`config.mk`:
```
export PLATFORM = sky130hd
export DESIGN_NAME = multicycle_controller
export DESIGN_NICKNAME = d
export VERILOG_FILES = /design/src/rtl/multicycle_controller.sv
export SDC_FILE = /design/constraint.sdc
export NUM_CORES = 1
export LEC_CHECK = 0
export ABC_AREA = 1
export CORE_MARGIN = 2
export CORE_UTILIZATION = 25
export CTS_CLUSTER_DIAMETER = 100
export DETAILED_ROUTE_END_ITERATION = 16
export GPL_TIMING_DRIVEN = 0
export PLACE_DENSITY = 0.59
export SYNTH_ARGS = -nofsm -noshare
export SYNTH_HDL_FRONTEND = slang
export SYNTH_SLANG_ARGS = --single-unit
```
`constraint.sdc`:
```
create_clock -name clk -period 1.41 [get_ports clk]
set_input_delay 0.282 -clock clk [delete_from_list [all_inputs] [get_ports clk]]
set_output_delay 0.282 -clock clk [all_outputs]
set_load 0.005 [all_outputs]
```
`src/rtl/multicycle_controller.sv`:
```
// rtl/multicycle_controller.sv - multicycle MIPS control FSM
//
// Sequences each instruction through fetch/decode/execute/memory/writeback,
// steering one shared ALU and one unified memory port (mem_req/mem_ready).
//
// Ports:
//   clk, rstn        clock (rising edge), synchronous active-low reset
//   op, funct        instruction register fields
//   zero             ALU zero flag (branch condition)
//   mem_ready        memory finishes the current access this cycle
//   mem_req, iord, memwrite               memory port control
//   irwrite, pc_en, pcsrc                 instruction register / PC control
//   alusrca, alusrcb, aluop, sextend      ALU operand and operation select
//   regdst, memtoreg, regwrite            register file write control
//   retire           one-cycle pulse when an instruction completes
//   illegal          high while trapped on an unsupported instruction
//   state            current state code (debug)

module multicycle_controller #(
  parameter int MEM_WAIT_EN = 1,
  parameter int BNE_EN      = 1,
  parameter int ALUOP_W     = 4
) (
  input  logic               clk,
  input  logic               rstn,
  input  logic [5:0]         op,
  input  logic [5:0]         funct,
  input  logic               zero,
  input  logic               mem_ready,
  output logic               mem_req,
  output logic               iord,
  output logic               memwrite,
  output logic               irwrite,
  output logic               pc_en,
  output logic [1:0]         pcsrc,
  output logic               alusrca,
  output logic [1:0]         alusrcb,
  output logic [ALUOP_W-1:0] aluop,
  output logic               sextend,
  output logic               regdst,
  output logic               memtoreg,
  output logic               regwrite,
  output logic               retire,
  output logic               illegal,
  output logic [3:0]         state
);

  typedef enum logic [3:0] {
    S_FETCH   = 4'd0,
    S_DECODE  = 4'd1,
    S_MEMADR  = 4'd2,
    S_MEMRD   = 4'd3,
    S_MEMWB   = 4'd4,
    S_MEMWR   = 4'd5,
    S_RTEXEC  = 4'd6,
    S_ALUWB   = 4'd7,
    S_BRANCH  = 4'd8,
    S_IMMEXEC = 4'd9,
    S_IMMWB   = 4'd10,
    S_JUMP    = 4'd11,
    S_TRAP    = 4'd12
  } state_t;

  localparam logic [3:0] ALU_ADD = 4'b0110;
  localparam logic [3:0] ALU_SUB = 4'b1110;
  localparam logic [3:0] ALU_AND = 4'b0000;
  localparam logic [3:0] ALU_OR  = 4'b0001;
  localparam logic [3:0] ALU_XOR = 4'b0010;
  localparam logic [3:0] ALU_NOR = 4'b0011;
  localparam logic [3:0] ALU_SLT = 4'b1111;

  localparam logic [5:0] OP_RTYPE = 6'b000000;
  localparam logic [5:0] OP_J     = 6'b000010;
  localparam logic [5:0] OP_BEQ   = 6'b000100;
  localparam logic [5:0] OP_BNE   = 6'b000101;
  localparam logic [5:0] OP_ADDI  = 6'b001000;
  localparam logic [5:0] OP_SLTI  = 6'b001010;
  localparam logic [5:0] OP_ANDI  = 6'b001100;
  localparam logic [5:0] OP_ORI   = 6'b001101;
  localparam logic [5:0] OP_XORI  = 6'b001110;
  localparam logic [5:0] OP_LW    = 6'b100011;
  localparam logic [5:0] OP_SW    = 6'b101011;

  state_t     st_q, st_d;
  logic       rdy;
  logic       funct_ok;
  logic [3:0] funct_alu;
  logic [3:0] alu4;
  logic       mem_req_c, memwrite_c, irwrite_c, pc_en_c, regwrite_c, retire_c;

  assign rdy = (MEM_WAIT_EN != 0) ? mem_ready : 1'b1;

  // R-type funct decode: legality and ALU operation.
  always_comb begin
    funct_ok  = 1'b1;
    funct_alu = ALU_ADD;
    case (funct)
      6'b100000: funct_alu = ALU_ADD;
      6'b100010: funct_alu = ALU_SUB;
      6'b100100: funct_alu = ALU_AND;
      6'b100101: funct_alu = ALU_OR;
      6'b100110: funct_alu = ALU_XOR;
      6'b100111: funct_alu = ALU_NOR;
      6'b101010: funct_alu = ALU_SLT;
      default:   funct_ok  = 1'b0;
    endcase
  end

  always_ff @(posedge clk) begin
    if (!rstn) st_q <= S_FETCH;
    else       st_q <= st_d;
  end

  always_comb begin
    st_d       = st_q;
    mem_req_c  = 1'b0;
    iord       = 1'b0;
    memwrite_c = 1'b0;
    irwrite_c  = 1'b0;
    pc_en_c    = 1'b0;
    pcsrc      = 2'b00;
    alusrca    = 1'b0;
    alusrcb    = 2'b00;
    alu4       = ALU_ADD;
    sextend    = 1'b0;
    regdst     = 1'b0;
    memtoreg   = 1'b0;
    regwrite_c = 1'b0;
    retire_c   = 1'b0;
    illegal    = 1'b0;
    case (st_q)
      S_FETCH: begin
        mem_req_c = 1'b1;
        alusrcb   = 2'b01;
        irwrite_c = rdy;
        pc_en_c   = rdy;
        if (rdy) st_d = S_DECODE;
      end
      S_DECODE: begin
        // Precompute the branch target into ALUOut.
        alusrcb = 2'b11;
        sextend = 1'b1;
        case (op)
          OP_LW, OP_SW:                              st_d = S_MEMADR;
          OP_RTYPE:                                  st_d = funct_ok ? S_RTEXEC : S_TRAP;
          OP_ADDI, OP_SLTI, OP_ANDI, OP_ORI, OP_XORI: st_d = S_IMMEXEC;
          OP_BEQ:                                    st_d = S_BRANCH;
          OP_BNE:                                    st_d = (BNE_EN != 0) ? S_BRANCH : S_TRAP;
          OP_J:                                      st_d = S_JUMP;
          default:                                   st_d = S_TRAP;
        endcase
      end
      S_MEMADR: begin
        alusrca = 1'b1;
        alusrcb = 2'b10;
        sextend = 1'b1;
        st_d    = (op == OP_SW) ? S_MEMWR : S_MEMRD;
      end
      S_MEMRD: begin
        mem_req_c = 1'b1;
        iord      = 1'b1;
        if (rdy) st_d = S_MEMWB;
      end
      S_MEMWB: begin
        regwrite_c = 1'b1;
        memtoreg   = 1'b1;
        retire_c   = 1'b1;
        st_d       = S_FETCH;
      end
      S_MEMWR: begin
        mem_req_c  = 1'b1;
        iord       = 1'b1;
        memwrite_c = 1'b1;
        retire_c   = rdy;
        if (rdy) st_d = S_FETCH;
      end
      S_RTEXEC: begin
        alusrca = 1'b1;
        alu4    = funct_alu;
        st_d    = S_ALUWB;
      end
      S_ALUWB: begin
        regwrite_c = 1'b1;
        regdst     = 1'b1;
        retire_c   = 1'b1;
        st_d       = S_FETCH;
      end
      S_BRANCH: begin
        alusrca  = 1'b1;
        alu4     = ALU_SUB;
        pcsrc    = 2'b01;
        pc_en_c  = (BNE_EN != 0 && op == OP_BNE) ? ~zero : zero;
        retire_c = 1'b1;
        st_d     = S_FETCH;
      end
      S_IMMEXEC: begin
        alusrca = 1'b1;
        alusrcb = 2'b10;
        case (op)
          OP_SLTI: begin alu4 = ALU_SLT; sextend = 1'b1; end
          OP_ANDI: alu4 = ALU_AND;
          OP_ORI:  alu4 = ALU_OR;
          OP_XORI: alu4 = ALU_XOR;
          default: begin alu4 = ALU_ADD; sextend = 1'b1; end
        endcase
        st_d = S_IMMWB;
      end
      S_IMMWB: begin
        regwrite_c = 1'b1;
        retire_c   = 1'b1;
        st_d       = S_FETCH;
      end
      S_JUMP: begin
        pcsrc    = 2'b10;
        pc_en_c  = 1'b1;
        retire_c = 1'b1;
        st_d     = S_FETCH;
      end
      S_TRAP: begin
        illegal = 1'b1;
      end
      default: st_d = S_TRAP;
    endcase
  end

  // Strobes are gated by rstn so an access in flight is abandoned immediately.
  assign mem_req  = rstn & mem_req_c;
  assign memwrite = rstn & memwrite_c;
  assign irwrite  = rstn & irwrite_c;
  assign pc_en    = rstn & pc_en_c;
  assign regwrite = rstn & regwrite_c;
  assign retire   = rstn & retire_c;
  assign aluop    = ALUOP_W'(alu4);
  assign state    = st_q;

endmodule

```
==> qor.yml, run 1 <==
synth:
  synth_cell_types: 22
  synth-seq-cells: 4
  ys_seq_area_share_pct: 10.3
  ys_warn_count: 0
  synthCells: 158
  synth_nets: 174
  synth.avg_cell_area_um2: 4.92
  synthesis.area_um2: 777
route:
  viasPerCell: 4.72
  drt_iter0_drc: 26
  num_vias: 1299
  postRouteAntennaNets: 0
  wire_per_inst_um: 12.1
  post-route-drc-count: 0
  wl_met2_um: 1760
  met1Wirelength_um: 1350
  top_layer: "met4"
  first_pass_iters: 4
  routed_wl_um: 3330
  met3_length_um: 163
hold_path:
  worst_hold_path_type: "reg2reg"
cells_and_area:
  fin_nets: 260
  drive_gt1_share_pct: 52.1
  largest_register_ffs: 4
  area_growth_pct: 127
  final_common_cell: "nand2_1"
  fillers: 285
  final_core_util_pct: 58.7
  layout_common_cells: "nand2_1 (31), buf_4 (26), buf_6 (18), inv_1 (17), dlygate4sd2_1 (17)"
  layoutNonFillerInstCount: 275
  antenna_cells: 0
clock_network:
  cts.sinks: 4
  clock_latency_ps: 230
  h-tree-depth: 1
  cts_made_buffers: 3
  clk_pin_slew_worst_paths_ps: 40
  ctsHoldBuffers: 0
  cts_root_buffer: "clkbuf_4"
  cts_tree: "yes"
  cts.path.max_buffers: 2
critical_path:
  critPathKind: "reg2out"
  slowest_delay_ps: 370
  critPathArrivalTime_ps: 1490
  crit_top_cell: "nor2_4"
  cp_cell_sequence: "buf_12, nor2_4, inv_4, nor2_4, a21boi_2, o21ai_1, a31oi_1, buf_2"
  slowest_stage: "dfxtp_4"
  crit_fanout: 4
  required_ps: 1130
  crit_path_end_kind: "output pin"
  worstSetupStartpointType: "flop"
floorplanning:
  rows: 20
  pin_count: 40
  core-area_mm2: 0.00300
  die_h_um: 59.8
  die_w_um: 59.8
  dieArea_mm2: 0.00357
  initial_core_util_pct: 25.9
sta:
  tns_ps: -4250
  drv_slew: 0
  worst_slew_pin_slew_ps: 245
  slew-limit-headroom_pct: 83.5
  min_period_ps: 1780
  hold_violations: 0
  max_freq_ghz: 0.563
  setup_viol: 18
  layout_setup_ws_ps: -366
  finalCritPeriodShare_pct: 126
  skew_ps: 1.53
  rsz0062_at_grt: "yes"
place:
  gp_congestion: 0.790
  port-buffer-count: 39
  hpwl_um: 1990
  place_inst: 230
status:
  status: "complete, but fails checks"
  violations: "negative setup slack"
job:
  drv_cap: 0
grt:
  track_usage_pct: 18.3
  antenna_found_initial: 0
  grt_max_degree: 8
  overflow: 0
  grt_pass1_wl_um: 5090
  first_global_vias: 1253
power_and_ir_drop:
  power.density_mw_per_mm2: 1400
  total_power_w: 0.00247
  p_leak_nw: 0.940
  vdd_ir_drop_max_uv: 506
[metal layers]
metal	global-route usage, %	vias up
met5	0	-
met4	4.76	0
met3	3.03	8
met2	35.1	47
met1	20.4	573
li1	-	671
[report_power, final]
part	switching (W)	internal, W	leakage (nW)
combinational	0.000967	0.00107	0.891
clock	0.0000474	0.0000952	0.0138
sequential	0.000116	0.000180	0.0356
[layout make-up]
class	instances	area [µm²]	share of cell area, %
multi-input combinational	118	762	43.3
inverter	36	158	8.95
clock buffer	3	22.5	1.28
timing repair buffer	81	683	38.8
sequential	4	95.1	5.40
tap	33	41.3	2.34
[worst paths after layout]
path	from	end	slack, ps	cells past startpoint
worst min register to register	state[3]	state[3]	660	2
worst max register to register	state[2]	state[1]	40	12
worst min-delay path	state[3]	state[3]	660	2
worst max-delay path	state[2]	pc_en	-370	8
[logic make-up after synthesis]
kind of cell | count (synthesis) | share of synthesized area (%)
DFF | 4 | 10.3
and+or+nand+nor | 99 | 58.1
AOI/OAI and AO/OA | 19 | 14.2
buffers and inverters | 36 | 17.4
[worst max-delay path: cells and delay by family (launching register included)]
family                 cells  cell delay [ps]
DFF                        1              370
AOI/OAI and AO/OA          3              350
buffers and inverters      3              330
and+or+nand+nor            2              200
[Yosys cell counts]
cell type,number,share of area (%)
nand2_1,36,17
nor2_1,26,13
inv_1,24,12
nand3_1,16,10
inv_2,11,5.3
nand4_1,6,4.8
nor2_2,6,4.8
o21ai_0,6,3.9
a21oi_1,4,2.6
dfxtp_1,4,10
nor3_1,4,2.6
a31oi_1,3,2.4
nand3_2,2,2.6
o21ai_1,2,1.3
a21boi_1,1,0.97
and2_1,1,0.81
clkinv_1,1,0.48
nand2_2,1,0.81
nor2_4,1,1.4
o211ai_1,1,0.97
o21bai_1,1,0.97
o221ai_1,1,1.1
[metrics by stage]
stage / worst slack [ps] / instance area, µm² / hold WS, ps
floorplan: 20.6 / 781 / 380
global placement: -1000 / 1210 / 618
detailed placement: -945 / 1210 / 603
CTS: -354 / 1580 / 616
global route: -487 / 1760 / 680
finish: -366 / 1760 / 659
[what timing repair did]
action                                  CTS  global route
endpoints found under the setup margin   27            23
setup buffers                            36             8
pin swaps                                21            16
gates resized for setup                 146            37
No activity file was read; power rests on OpenSTA's default activity.
==> run 2: changes to the inputs <==
- CORE_UTILIZATION: 25 -> 39
- CTS_CLUSTER_SIZE: unset -> 25
- PLACE_DENSITY: 0.59 -> 0.83
==> qor.yml, run 2 <==
synth:
  ys_seq_area_share_pct: 10.3
  synthTopCellsByArea: "nand2_1 (17%), nor2_1 (13%), inv_1 (12%)"
  synth.avg_cell_area_um2: 4.92
  synthArstFlopShare_pct: 0
  synthFlopType: "dfxtp_1"
  synth.most_common_cell: "nand2_1"
  synth_edf_count: 0
  synthesis.area_um2: 777
  synthCells: 158
  synth_cell_types: 22
  synth-seq-cells: 4
  synth_top_area_cell: "nand2_1"
  synthTopCellsByCount: "nand2_1 (36), nor2_1 (26), inv_1 (24)"
  synth.top_cell.area_share_pct: 17.4
  ys_warn_count: 0
  synth_nets: 174
grt:
  overflow: 2
  track_usage_pct: 57.8
  grt_max_degree: 8
status:
  status: "aborted with a tool error"
  error: "[ERROR GRT-0232] Routing congestion too high. Check the congestion heatmap in the GUI."
  failing_step: "global routing (5_1_grt)"
floorplanning:
  initial_core_util_pct: 40.4
  pin_count: 40
  die_w_um: 48.6
  die_h_um: 48.6
  rows: 16
sta:
  grt_worst_setup_endpoint: "aluop[2]"
  endpoint_type: "output port"
place:
  gp_congestion: 0.855
  hpwl_um: 2100
  place_area_mm2: 0.00120
  port-buffer-count: 39
clock_network:
  cts.path.max_buffers: 2
  cts.sinks: 4
  cts_made_buffers: 3
  h-tree-depth: 1
  cts_root_buffer: "clkbuf_4"
-- run 2: cell counts after synthesis --
Identical to the previous run, type by type.
-- run 2: kinds of logic after synthesis --
group	after synthesis	share of synthesized area (%)
compound gates	19	14.2
buf+inv	36	17.4
flops	4	10.3
simple gates	99	58.1
-- run 2: what timing repair did --
action,in CTS
setup endpoints to repair,27
hold buffers,0
resized for setup,144
cloned,0
buffers inserted,25
pin swaps,23
hold endpoints to repair,0
-- run 2: stage by stage --
stage	setup WS [ps]	hold slack, ps	cells
4_1_cts	-441	463	252
3_5_place_dp	-987	600	224
2_1_floorplan	20.6	380	158
3_3_place_gp	-949	603	224
-- run 2: layer usage --
layer	global-route usage, %	overflow
met3	29.0	0
met4	64.8	2
met5	0	0
met1	56.0	0
met2	83.3	0
==> run 3: changes to the inputs <==
- CORE_AREA: unset -> 2 2 63 65
- CORE_MARGIN: 2 -> unset
- CORE_UTILIZATION: 39 -> unset
- CTS_CLUSTER_DIAMETER: 100 -> unset
- CTS_CLUSTER_SIZE: 25 -> unset
- DIE_AREA: unset -> 0 0 65 67
- PLACE_DENSITY: 0.83 -> unset
- PLACE_DENSITY_LB_ADDON: unset -> 0.15
==> qor.yml, run 3 (synthesized netlist as in run 1, its figures left out) <==
floorplanning:
  initial_core_util_pct: 21.5
  die_h_um: 67
  dieArea_mm2: 0.00436
  pin_count: 40
  die_w_um: 65
  rows: 22
  core-area_mm2: 0.00361
sta:
  finalCritPeriodShare_pct: 125
  setup_viol: 22
  layout_setup_ws_ps: -353
  slew-limit-headroom_pct: 83.1
  skew_ps: 0.478
  tns_ps: -3600
  min_period_ps: 1760
  worst_slew_pin_slew_ps: 253
  max_freq_ghz: 0.567
  hold_violations: 0
  rsz0062_at_grt: "yes"
  drv_slew: 0
grt:
  antenna_found_initial: 0
  overflow: 0
  first_global_vias: 1299
  grt_pass1_wl_um: 5640
  track_usage_pct: 16.4
  grt_max_degree: 8
place:
  port-buffer-count: 39
  gp_congestion: 0.776
  hpwl_um: 2280
route:
  post-route-drc-count: 0
  first_pass_iters: 4
  viasPerCell: 4.54
  drt_iter0_drc: 46
  postRouteAntennaNets: 0
  num_vias: 1358
  routed_wl_um: 3720
  wire_per_inst_um: 12.5
job:
  drv_cap: 0
clock_network:
  ctsHoldBuffers: 0
  cts_root_buffer: "clkbuf_8"
  clk_pin_slew_worst_paths_ps: 30
  h-tree-depth: 1
  cts.path.max_buffers: 2
  cts_made_buffers: 3
  cts_tree: "yes"
  cts.sinks: 4
  clock_latency_ps: 210
critical_path:
  required_ps: 1130
  crit_path_end_kind: "output pin"
  crit_fanout: 5
  cp_cell_sequence: "inv_4, nor2_4, inv_2, nor2_4, a21oi_1, o21ai_1, inv_1, a31oi_1, buf_2"
  critPathKind: "reg2out"
  slowest_delay_ps: 380
  crit_top_cell: "nor2_4"
  worstSetupStartpointType: "flop"
  slowest_stage: "dfxtp_4"
  critPathArrivalTime_ps: 1480
cells_and_area:
  area_growth_pct: 149
  drive_gt1_share_pct: 63.7
  final_common_cell: "buf_4"
  layout_common_cells: "buf_4 (32), nand2_1 (23), buf_2 (22), buf_6 (21), nor2_4 (19)"
  antenna_cells: 0
  largest_register_ffs: 4
  final_core_util_pct: 53.6
  fin_nets: 269
power_and_ir_drop:
  p_leak_nw: 1.04
  vdd_ir_drop_max_uv: 513
  power.density_mw_per_mm2: 1430
status:
  status: "complete, but fails checks"
  violations: "negative setup slack"
hold_path:
  worst_hold_path_type: "in2reg"
==> run 3: critical path, delay by kind of cell (launching register included) <==
kind / cells / cell delay, ps
buffers and inverters: 4 / 340
DFF: 1 / 380
and+or+nand+nor: 2 / 280
AOI/OAI and AO/OA: 3 / 270
==> run 3: timing repair <==
action                     4_1_cts  5_1_grt
setup endpoints to repair       27       24
setup buffers                   46       12
gates cloned                     0        0
pin swaps                       35       25
gates resized for setup        195       45
==> run 3: per-layer routing <==
metal,routed length (µm),part of all wire (%),global-route usage [%]
met5,0,0,0
met4,82,2.2,3.19
met3,127,3.4,2.53
met2,1910,51,31.1
met1,1600,43,19.4
==> run 3: path summary, 6_finish.rpt <==
check	slack, ps	startpoint	cells after the start	to
max reg2reg	-40	state[2]	11	state[2]
max	-350	state[2]	9	retire
min	510	rstn	3	state[1]
min reg2reg	630	state[2]	2	state[2]
==> run 3: final cells by class <==
class	instances	area, µm²
Fill cell	354	1670
Multi-Input combinational cell	118	845
Timing Repair Buffer	90	732
Inverter	36	159
Sequential cell	4	95.1
Tap cell	48	60.1
Clock buffer	3	41.3
==> run 3: power by group <==
group / total, W / switching, W / internal, W
clock: 0.000230 / 0.0000489 / 0.000181
sequential: 0.000280 / 0.000100 / 0.000180
combinational: 0.00226 / 0.00112 / 0.00114
==> run 3: per-stage QoR <==
stage	instance area, µm²	cells	total power [W]	hold slack (ps)	setup WS, ps
final	1930	299	0.00277	510	-353
after global routing	1930	299	0.00294	525	-478
after CTS	1750	292	0.00229	519	-298
after detailed placement	1230	245	0.00145	607	-983
after global placement	1230	245	0.00146	619	-990
after floorplan	781	158	0.000844	380	20.6
